File: src/rtl/gray_ptr_rx_pkg.sv
// gray_ptr_rx_pkg: shared types and constants for the gray pointer receiver.
// Holds the FSM state enum and the default pointer width.
package gray_ptr_rx_pkg;

  localparam int unsigned GPR_N_DEF = 8;

  typedef enum logic {
    UNPRIMED = 1'b0,
    TRACK    = 1'b1
  } gpr_state_e;

endpackage

File: src/rtl/gray_ptr_rx_g2b.sv
// gray_to_binary: combinational gray-code to binary converter.
// Ports: gray_i (N) gray input, bin_o (N) binary output.
module gray_to_binary #(
  parameter int unsigned N = 8
) (
  input  logic [N-1:0] gray_i,
  output logic [N-1:0] bin_o
);

  always_comb begin
    bin_o = '0;
    bin_o[N-1] = gray_i[N-1];
    for (int i = N - 2; i >= 0; i--) begin
      bin_o[i] = bin_o[i+1] ^ gray_i[i];
    end
  end

endmodule

File: src/rtl/gray_ptr_rx.sv
// gray_ptr_rx: receives a gray-coded forward pointer, tracks its binary
// value and accumulates forward steps for a valid/ready consumer.
// Ports: clk_i, rst_i (async, active-high), gray_i (N) pointer in,
//   bin_o (N) last accepted pointer, delta_valid_o/delta_ready_i/delta_o
//   (N) step-count handshake, err_o sticky error, err_clr_i clears it.
// Option: define GRAY_PTR_RX_SYNC_EN to add a 2-flop synchroniser on gray_i.
module gray_ptr_rx
  import gray_ptr_rx_pkg::*;
#(
  parameter int unsigned N = GPR_N_DEF
) (
  input  logic         clk_i,
  input  logic         rst_i,
  input  logic [N-1:0] gray_i,
  output logic [N-1:0] bin_o,
  output logic         delta_valid_o,
  input  logic         delta_ready_i,
  output logic [N-1:0] delta_o,
  output logic         err_o,
  input  logic         err_clr_i
);

  logic [N-1:0] g_in;
  logic         g_in_vld;

`ifdef GRAY_PTR_RX_SYNC_EN
  logic [N-1:0] s1_q;
  logic [N-1:0] s2_q;
  logic [1:0]   sv_q;

  // sv_q marks when s2_q holds a real sample rather than reset fill.
  always_ff @(posedge clk_i or posedge rst_i) begin
    if (rst_i) begin
      s1_q <= '0;
      s2_q <= '0;
      sv_q <= '0;
    end else begin
      s1_q <= gray_i;
      s2_q <= s1_q;
      sv_q <= {sv_q[0], 1'b1};
    end
  end

  assign g_in     = s2_q;
  assign g_in_vld = sv_q[1];
`else
  assign g_in     = gray_i;
  assign g_in_vld = 1'b1;
`endif

  gpr_state_e   state_q;
  logic [N-1:0] g_q;
  logic         g_vld_q;
  logic [N-1:0] g_ref_q;
  logic [N-1:0] bin_q;
  logic [N-1:0] acc_q;
  logic         err_q;

  logic [N-1:0] dec;
  logic [N-1:0] g_diff;
  logic         one_bit;
  logic         step_ok;
  logic         bad;
  logic         hs;
  logic         ovf;
  logic [N-1:0] acc_d;
  logic         err_d;

  gray_to_binary #(.N(N)) u_g2b (
    .gray_i (g_q),
    .bin_o  (dec)
  );

  assign g_diff  = g_q ^ g_ref_q;
  assign one_bit = (g_diff != '0) &&
                   ((g_diff & (g_diff - N'(1))) == '0);

  always_comb begin
    step_ok = (state_q == TRACK) && g_vld_q &&
              one_bit && (dec == bin_q + N'(1));
    bad     = (state_q == TRACK) && g_vld_q &&
              (g_q != g_ref_q) && !step_ok;
    hs      = (acc_q != '0) && delta_ready_i;
    ovf     = step_ok && !hs && (acc_q == '1);
    acc_d   = acc_q;
    if (hs) begin
      acc_d = step_ok ? N'(1) : '0;
    end else if (step_ok && !ovf) begin
      acc_d = acc_q + N'(1);
    end
    // A fresh error wins over a simultaneous clear.
    err_d = bad || ovf || (err_q && !err_clr_i);
  end

  always_ff @(posedge clk_i or posedge rst_i) begin
    if (rst_i) begin
      state_q <= UNPRIMED;
      g_q     <= '0;
      g_vld_q <= 1'b0;
      g_ref_q <= '0;
      bin_q   <= '0;
      acc_q   <= '0;
      err_q   <= 1'b0;
    end else begin
      g_q     <= g_in;
      g_vld_q <= g_in_vld;
      acc_q   <= acc_d;
      err_q   <= err_d;
      unique case (state_q)
        UNPRIMED: begin
          if (g_vld_q) begin
            g_ref_q <= g_q;
            bin_q   <= dec;
            state_q <= TRACK;
          end
        end
        TRACK: begin
          // Legal steps and errors both adopt the new sample.
          if (step_ok || bad) begin
            g_ref_q <= g_q;
            bin_q   <= dec;
          end
        end
        default: state_q <= UNPRIMED;
      endcase
    end
  end

  assign bin_o         = bin_q;
  assign delta_o       = acc_q;
  assign delta_valid_o = (acc_q != '0);
  assign err_o         = err_q;

endmodule
File: config.mk
export PLATFORM = sky130hd
export DESIGN_NAME = gray_ptr_rx
export DESIGN_NICKNAME = d
export VERILOG_FILES = /design/src/rtl/gray_ptr_rx_pkg.sv /design/src/rtl/gray_ptr_rx_g2b.sv /design/src/rtl/gray_ptr_rx.sv
export SDC_FILE = /design/constraint.sdc
export NUM_CORES = 1
export LEC_CHECK = 0
export CAP_MARGIN = 20
export CELL_PAD_IN_SITES_DETAIL_PLACEMENT = 0
export CELL_PAD_IN_SITES_GLOBAL_PLACEMENT = 2
export CORE_UTILIZATION = 36
export CTS_CLUSTER_DIAMETER = 200
export CTS_CLUSTER_SIZE = 30
export DETAILED_ROUTE_END_ITERATION = 10
export HOLD_SLACK_MARGIN = 0.15
export PLACE_DENSITY = 0.91
export SYNTH_ARGS = -nofsm -noshare
export SYNTH_HDL_FRONTEND = slang
export SYNTH_SLANG_ARGS = --single-unit
File: constraint.sdc
create_clock -name clk_i -period 5.4 [get_ports clk_i]
set_input_delay 1.08 -clock clk_i [delete_from_list [all_inputs] [get_ports clk_i]]
set_output_delay 1.08 -clock clk_i [all_outputs]
set_load 0.01 [all_outputs]
==> results of run 1 <==
## cells by family (layout without fill, tap and decap cells)
kind of cell	Yosys count	after routing	synth area share (%)
other cells	1	1	0.202
fa+ha+maj	3	3	2.02
mux	12	12	7.13
xor+xnor	22	22	11.9
flops	34	34	45.8
buf+inv	10	42	2.62
compound gates	37	37	12.7
simple gates	60	60	17.6
## worst max path at each step
stage                  start          to  slack, ns  depth (start not counted)
3_5_place_dp   delta_ready_i  delta_o[7]       2.33                          6
4_1_cts             bin_o[0]  delta_o[7]       2.43                          8
5_1_grt               g_q[1]  delta_o[7]       2.18                          7
6_report              g_q[7]  delta_o[7]       2.43                          7
2_1_floorplan         g_q[1]  delta_o[2]       2.73                          9
3_3_place_gp   delta_ready_i  delta_o[5]       2.40                          6
## cells in the mapped netlist (all sizes together)
library cell / n / area share [%]
o22ai: 2 / 0.67
and2b: 1 / 0.47
o21a: 1 / 0.40
a21bo: 1 / 0.54
inv: 4 / 0.81
nor2: 1 / 0.20
nor3b: 1 / 0.40
o211a: 1 / 0.54
mux2: 10 / 6.1
o21ai: 10 / 2.7
nand4b: 1 / 0.47
ha: 3 / 2.0
a31o: 1 / 0.47
and3: 5 / 1.7
nor3: 6 / 1.6
o32a: 1 / 0.54
xnor2: 10 / 4.7
nand2b: 2 / 0.67
and2: 1 / 0.34
or4: 5 / 2.0
nand4: 4 / 1.3
a211oi: 1 / 0.40
buf: 2 / 1.0
conb: 1 / 0.20
o211ai: 3 / 1.2
clkbuf: 4 / 0.81
o32ai: 1 / 0.47
nand2: 19 / 3.8
xor2: 10 / 4.7
nor2b: 1 / 0.34
or3: 4 / 1.3
mux2i: 2 / 1.1
o31ai: 3 / 1.2
nor4b: 1 / 0.47
dfrtp: 34 / 46
nand3: 4 / 1.1
a2111o: 1 / 0.61
or2: 3 / 1.0
nor4: 1 / 0.34
xnor3: 2 / 2.5
a21oi: 11 / 3.0
## area by class of cell
type	instances	share of cell area, %
Clock buffer	6	3.13
Clock inverter	2	1.62
Inverter	4	0.648
Multi-Input combinational cell	135	41.4
Sequential cell	34	36.7
Tap cell	67	3.62
Timing Repair Buffer	30	12.9
## sequential cells by signal, summed over array words and instances, names as in the netlist
signal,cells
delta_o,8
g_q,8
g_ref_q,8
bin_o,7
err_o,1
g_vld_q,1
state_q,1
## stage by stage
step	util (%)	power, W
2_1_floorplan	-	0.000435
6_report	47.8	0.000723
3_5_place_dp	45.5	0.000500
3_3_place_gp	45.5	0.000498
4_1_cts	47.8	0.000733
5_1_grt	47.8	0.000766
## routing by layer
| layer | up-vias | routed length, µm | GRT usage (%) |
|---|---|---|---|
| li1 | 716 | - | - |
| met1 | 688 | 1880 | 21.3 |
| met2 | 20 | 1670 | 23.9 |
| met3 | 5 | 124 | 4.25 |
| met4 | 0 | 53 | 5.13 |
| met5 | - | 0 | 0 |
## power by group
group	total (W)	internal, W	switching, W	leakage (nW)
combinational	0.000182	0.0000978	0.0000846	0.470
clock	0.000230	0.000138	0.0000922	0.0514
sequential	0.000311	0.000278	0.0000324	0.414
total	0.000723	0.000514	0.000209	0.935
## worst max-delay path, cell delays in order, from the launching register on
cell      delay [ns]
dfrtp_1         0.45
xnor3_2         0.51
nand4_1         0.16
o211a_1         0.24
o32a_1          0.30
a2111o_1        0.55
or4_1           0.51
a21oi_1         0.16
==> flow_summary_export.csv, run 1 <==
group,metric,value,unit
die,dieArea,5460,µm²
setup_path,r2r-end,"delta_o[7]",
global_routing,grt_start_max_net_pins,35,
global_routing,gr-total-overflow,0,
logic_synthesis,yosysSeqAreaShare,45.8,%
die,num_io_pins,30,
setup_path,start_kind,"register",
global_routing,grt_pass1_vias,1332,
placed_design,pre_cts_ws,2.33,ns
final_layout,area_growth,24.6,%
timing,relSlewSlack,56.2,%
timing,tightestPinTransition,0.652,ns
setup_path,worstRegToRegCells,7,
logic_synthesis,syn_nets,194,
setup_path,cp.arrival,3.17,ns
run,cap_violations,0,
clock_network,clk_path_buf_depth,2,
placed_design,place_congestion,0.782,
setup_path,reg2reg_from,"g_q[7]",
clock_network,cts_sinks,34,
global_routing,antenna_found_initial,0,
die,die_h,73.9,µm
min_path,hold_depth,1,
min_path,hold_class,"register to register",
timing,hold_violations,0,
route,vias_per_cell,5.14,
setup_path,rrSetupSlack,2.43,ns
timing,whs,0.504,ns
final_layout,finalNonFillerCells,278,
setup_path,endpoint_kind,"register",
route,drc,0,
clock_network,ctsResizeCount,0,
status,status,"complete, no violations",
final_layout,register_area,851,µm²
setup_path,worst-endpoint-required,5.61,ns
placed_design,place_hpwl,2700,µm
clock_network,post_cts_buffers,0,
timing,finalSetupViolCount,0,
clock_network,cts.clk_slew.worst_paths,0.07,ns
route,dr.first_iter.drc_count,53,
route,final_antenna_net_count,0,
timing,fin_skew,0.00440,ns
die,num_rows,25,
logic_synthesis,syn_area_per_cell,10.4,µm²
global_routing,grt_pass1_wl,6370,µm
logic_synthesis,synthCells,179,
timing,setup-tns-final,0,ns
final_layout,fillers,467,
clock_network,clk_latency,0.28,ns
setup_path,crit_type,"register to register",
final_layout,diodes,0,
placed_design,place_inst,270,
final_layout,nNetsFinal,225,
final_layout,drive_gt1_share,11.4,%
logic_synthesis,ys_warn_count,0,
final_layout,finalInstanceArea,2320,µm²
clock_network,htreeDepth,2,
power_and_ir_drop,power.density,312,nW/µm²
placed_design,placement.io_buffers,29,
timing,period_share,54.9,%
timing,fmax,337,MHz
route,vias,1429,
global_routing,grt_usage,15.6,%
power_and_ir_drop,peakVddDrop,0.161,mV
timing,finalMaxSlewViolations,0,
clock_network,cts_hold_buf,0,
die,core,4850,µm²
setup_path,cp_max_fo,13,
min_path,hold_start,"state_q",
clock_network,cts-root-buf,"clkbuf_8",
die,die_w,73.9,µm
placed_design,dpl-instance-area,2210,µm²
final_layout,layout_commonest_cell,"dfrtp_1",
die,start_util,38.3,%
logic_synthesis,synth_seq_cells,34,
clock_network,cts_inserted_buffers,5,
route,routed_wirelength,3730,µm
power_and_ir_drop,leakage,0.935,nW
timing,fin_crit,2.97,ns
timing,rsz0062_at_grt,"false",
route,dr.pass1.iters,4,
route,wl_per_cell,13.4,µm
final_layout,multiInputGateArea,960,µm²
final_layout,final_cell_mix,"dfrtp_1 (34), clkdlybuf4s50_1 (29), nand2_1 (19), a21oi_1 (11)",
timing,timing.final.ws_setup,2.43,ns
logic_synthesis,synth_area,1860,µm²
min_path,min_to,"state_q",
clock_network,cts_tree,"done",
logic_synthesis,yosysUniqueCellTypes,43,
Power figures use the tool's default switching activity.
==> inputs of run 2 (changes only) <==
--- a/config.mk
+++ b/config.mk
@@ -8,12 +8,12 @@
 export CAP_MARGIN = 20
 export CELL_PAD_IN_SITES_DETAIL_PLACEMENT = 0
 export CELL_PAD_IN_SITES_GLOBAL_PLACEMENT = 2
-export CORE_UTILIZATION = 36
+export CORE_UTILIZATION = 30
 export CTS_CLUSTER_DIAMETER = 200
 export CTS_CLUSTER_SIZE = 30
 export DETAILED_ROUTE_END_ITERATION = 10
 export HOLD_SLACK_MARGIN = 0.15
-export PLACE_DENSITY = 0.91
+export PLACE_DENSITY = 0.82
 export SYNTH_ARGS = -nofsm -noshare
 export SYNTH_HDL_FRONTEND = slang
 export SYNTH_SLANG_ARGS = --single-unit
==> constraint.sdc (replaced) <==
create_clock -name clk_i -period 2.38 [get_ports clk_i]
set_input_delay 0.476 -clock clk_i [delete_from_list [all_inputs] [get_ports clk_i]]
set_output_delay 0.476 -clock clk_i [all_outputs]
set_load 0.01 [all_outputs]
==> run 2 against run 1 <==
The run now ends with setup timing left. Clock power is 91% higher. Setup slack worse by 2.7 ns. Critical endpoint is now delta_o[2]. Core utilization shrank 2.1 points. Critical path type unchanged. Maximum frequency rose by 13%. Clock skew up 0.0010 ns. Hold slack lost 0.00085 ns.
==> flow_summary_export.csv, run 2 (synthesis results as in run 1) <==
group,metric,value,unit
die,core,5960,µm²
timing,finalSetupViolCount,9,
status,status,"complete, but fails checks",
clock_network,cts_tree,"done",
final_layout,layout_commonest_cell,"buf_4",
final_layout,diodes,0,
clock_network,cts_sinks,34,
die,dieArea,6520,µm²
clock_network,clk_path_buf_depth,2,
setup_path,cp_max_fo,5,
final_layout,fin_util,45.7,%
power_and_ir_drop,p_comb_share,38.0,%
final_layout,area_growth,46.5,%
power_and_ir_drop,peakVddDrop,0.250,mV
final_layout,fillers,596,
timing,rsz0062_at_grt,"true",
power_and_ir_drop,p_int,0.00125,W
clock_network,htreeDepth,2,
global_routing,grt_pass1_wl,7020,µm
global_routing,antenna_found_initial,0,
run,cap_violations,0,
placed_design,pre_cts_ws,-0.249,ns
power_and_ir_drop,seqPwrFrac,37.7,%
placed_design,place_inst,316,
global_routing,grt_start_max_net_pins,35,
timing,period_share,111,%
route,dr.pass1.iters,4,
route,final_antenna_net_count,0,
timing,finalMaxSlewViolations,0,
timing,fin_skew,0.00541,ns
die,die_w,80.7,µm
route,drc,0,
final_layout,final_cell_mix,"buf_4 (43), dfrtp_1 (32), clkdlybuf4s50_1 (28), nand2_1 (19), mux2_2 (10)",
setup_path,endpoint_kind,"register",
global_routing,gr-total-overflow,0,
power_and_ir_drop,clock_power_share,24.4,%
placed_design,place_hpwl,3180,µm
power_and_ir_drop,power.density,661,nW/µm²
final_layout,drive_gt1_share,31.5,%
route,routed_wirelength,4340,µm
clock_network,cts.clk_slew.worst_paths,0.07,ns
die,num_rows,28,
route,wl_per_cell,13.2,µm
placed_design,place_congestion,0.738,
final_layout,nNetsFinal,268,
min_path,hold_class,"register to register",
timing,fmax,380,MHz
power_and_ir_drop,p_sw_share,30.3,%
global_routing,grt_pass1_vias,1473,
power_and_ir_drop,power_switching,0.000546,W
route,vias_per_cell,4.80,
die,num_io_pins,30,
setup_path,start_kind,"register",
final_layout,finalNonFillerCells,329,
global_routing,grt_usage,14.4,%
power_and_ir_drop,leakage,1.17,nW
timing,whs,0.503,ns
setup_path,worst-endpoint-required,2.60,ns
setup_path,crit_type,"register to register",
clock_network,cts_inserted_buffers,5,
clock_network,clk_latency,0.28,ns
timing,hold_violations,0,
setup_path,cp.arrival,2.85,ns
timing,timing.final.ws_setup,-0.255,ns
clock_network,cts-root-buf,"clkbuf_8",
route,dr.first_iter.drc_count,59,
status,violations,"setup timing",
die,start_util,31.2,%
placed_design,placement.io_buffers,29,
timing,fin_crit,2.64,ns
die,die_h,80.7,µm
route,vias,1578,
-- run 2: critical path, stage by stage, from the launching register on --
cell      delay [ns]
dfrtp_1         0.39
xnor3_2         0.43
nand4_1         0.13
o211a_1         0.25
o32a_1          0.31
a2111o_1        0.42
buf_4           0.17
or4_1           0.40
nand2_1         0.07
-- run 2: final timing paths --
path / end / startpoint / cells past startpoint / slack [ns]
hold / removal: state_q / state_q / 1 / 0.50
setup / recovery: delta_o[2] / g_q[7] / 8 / -0.26
hold reg to reg: state_q / state_q / 1 / 0.50
max in group asynchronous: bin_o[0] / rst_i / 3 / 1.46
setup reg to reg: delta_o[2] / g_q[7] / 8 / -0.26
min in group asynchronous: bin_o[1] / rst_i / 3 / 0.59
-- run 2: through the flow --
step / cell area, µm² / total power [W] / TNS (ns)
final: 2720 / 0.00180 / -1.92
after global routing: 2720 / 0.00191 / -2.87
after CTS: 2710 / 0.00182 / -1.78
after detailed placement: 2540 / 0.00132 / -1.81
after global placement: 2540 / 0.00132 / -1.62
after floorplan: 1900 / 0.00101 / -0.555
-- run 2: what timing repair did --
action	in CTS	in global routing
buffers inserted	5	0
pin swaps	6	1
hold buffers	0	0
endpoints found under the setup margin	9	10
resized for setup	5	4
-- run 2: metal layers --
layer / global-route usage (%) / up-vias / wire length [µm]
met5: 0 / - / 0
met4: 5.36 / 0 / 70
met3: 3.30 / 4 / 121
met2: 23.0 / 20 / 2080
met1: 19.0 / 760 / 2070
li1: - / 794 / -
-- run 2: area by class of cell --
| cell class | count | area [µm²] | area share [%] |
|---|---|---|---|
| flip-flops and latches | 34 | 853 | 31.3 |
| inverters | 4 | 15.0 | 0.551 |
| multi-input cells | 135 | 1030 | 38.0 |
| clock inverters | 1 | 5.00 | 0.184 |
| repair buffers | 73 | 636 | 23.3 |
| clock buffers | 7 | 86.3 | 3.17 |
| well taps | 75 | 93.8 | 3.45 |
-- run 2: power by group through the flow --
stage,logic (W),clock network [W],registers (W)
floorplan,0.000291,0,0.000723
global placement,0.000627,0,0.000689
detailed placement,0.000633,0,0.000690
CTS,0.000682,0.000465,0.000678
global route,0.000744,0.000485,0.000686
finish,0.000683,0.000439,0.000679
==> inputs of run 3 (changes only) <==
--- a/config.mk
+++ b/config.mk
@@ -12,8 +12,9 @@
 export CTS_CLUSTER_DIAMETER = 200
 export CTS_CLUSTER_SIZE = 30
 export DETAILED_ROUTE_END_ITERATION = 10
-export HOLD_SLACK_MARGIN = 0.15
+export HOLD_SLACK_MARGIN = 0.03
 export PLACE_DENSITY = 0.82
 export SYNTH_ARGS = -nofsm -noshare
 export SYNTH_HDL_FRONTEND = slang
 export SYNTH_SLANG_ARGS = --single-unit
+export TNS_END_PERCENT = 100
==> results of run 3 <==
Final layout, timing and power as in run 2 (identical DEF).
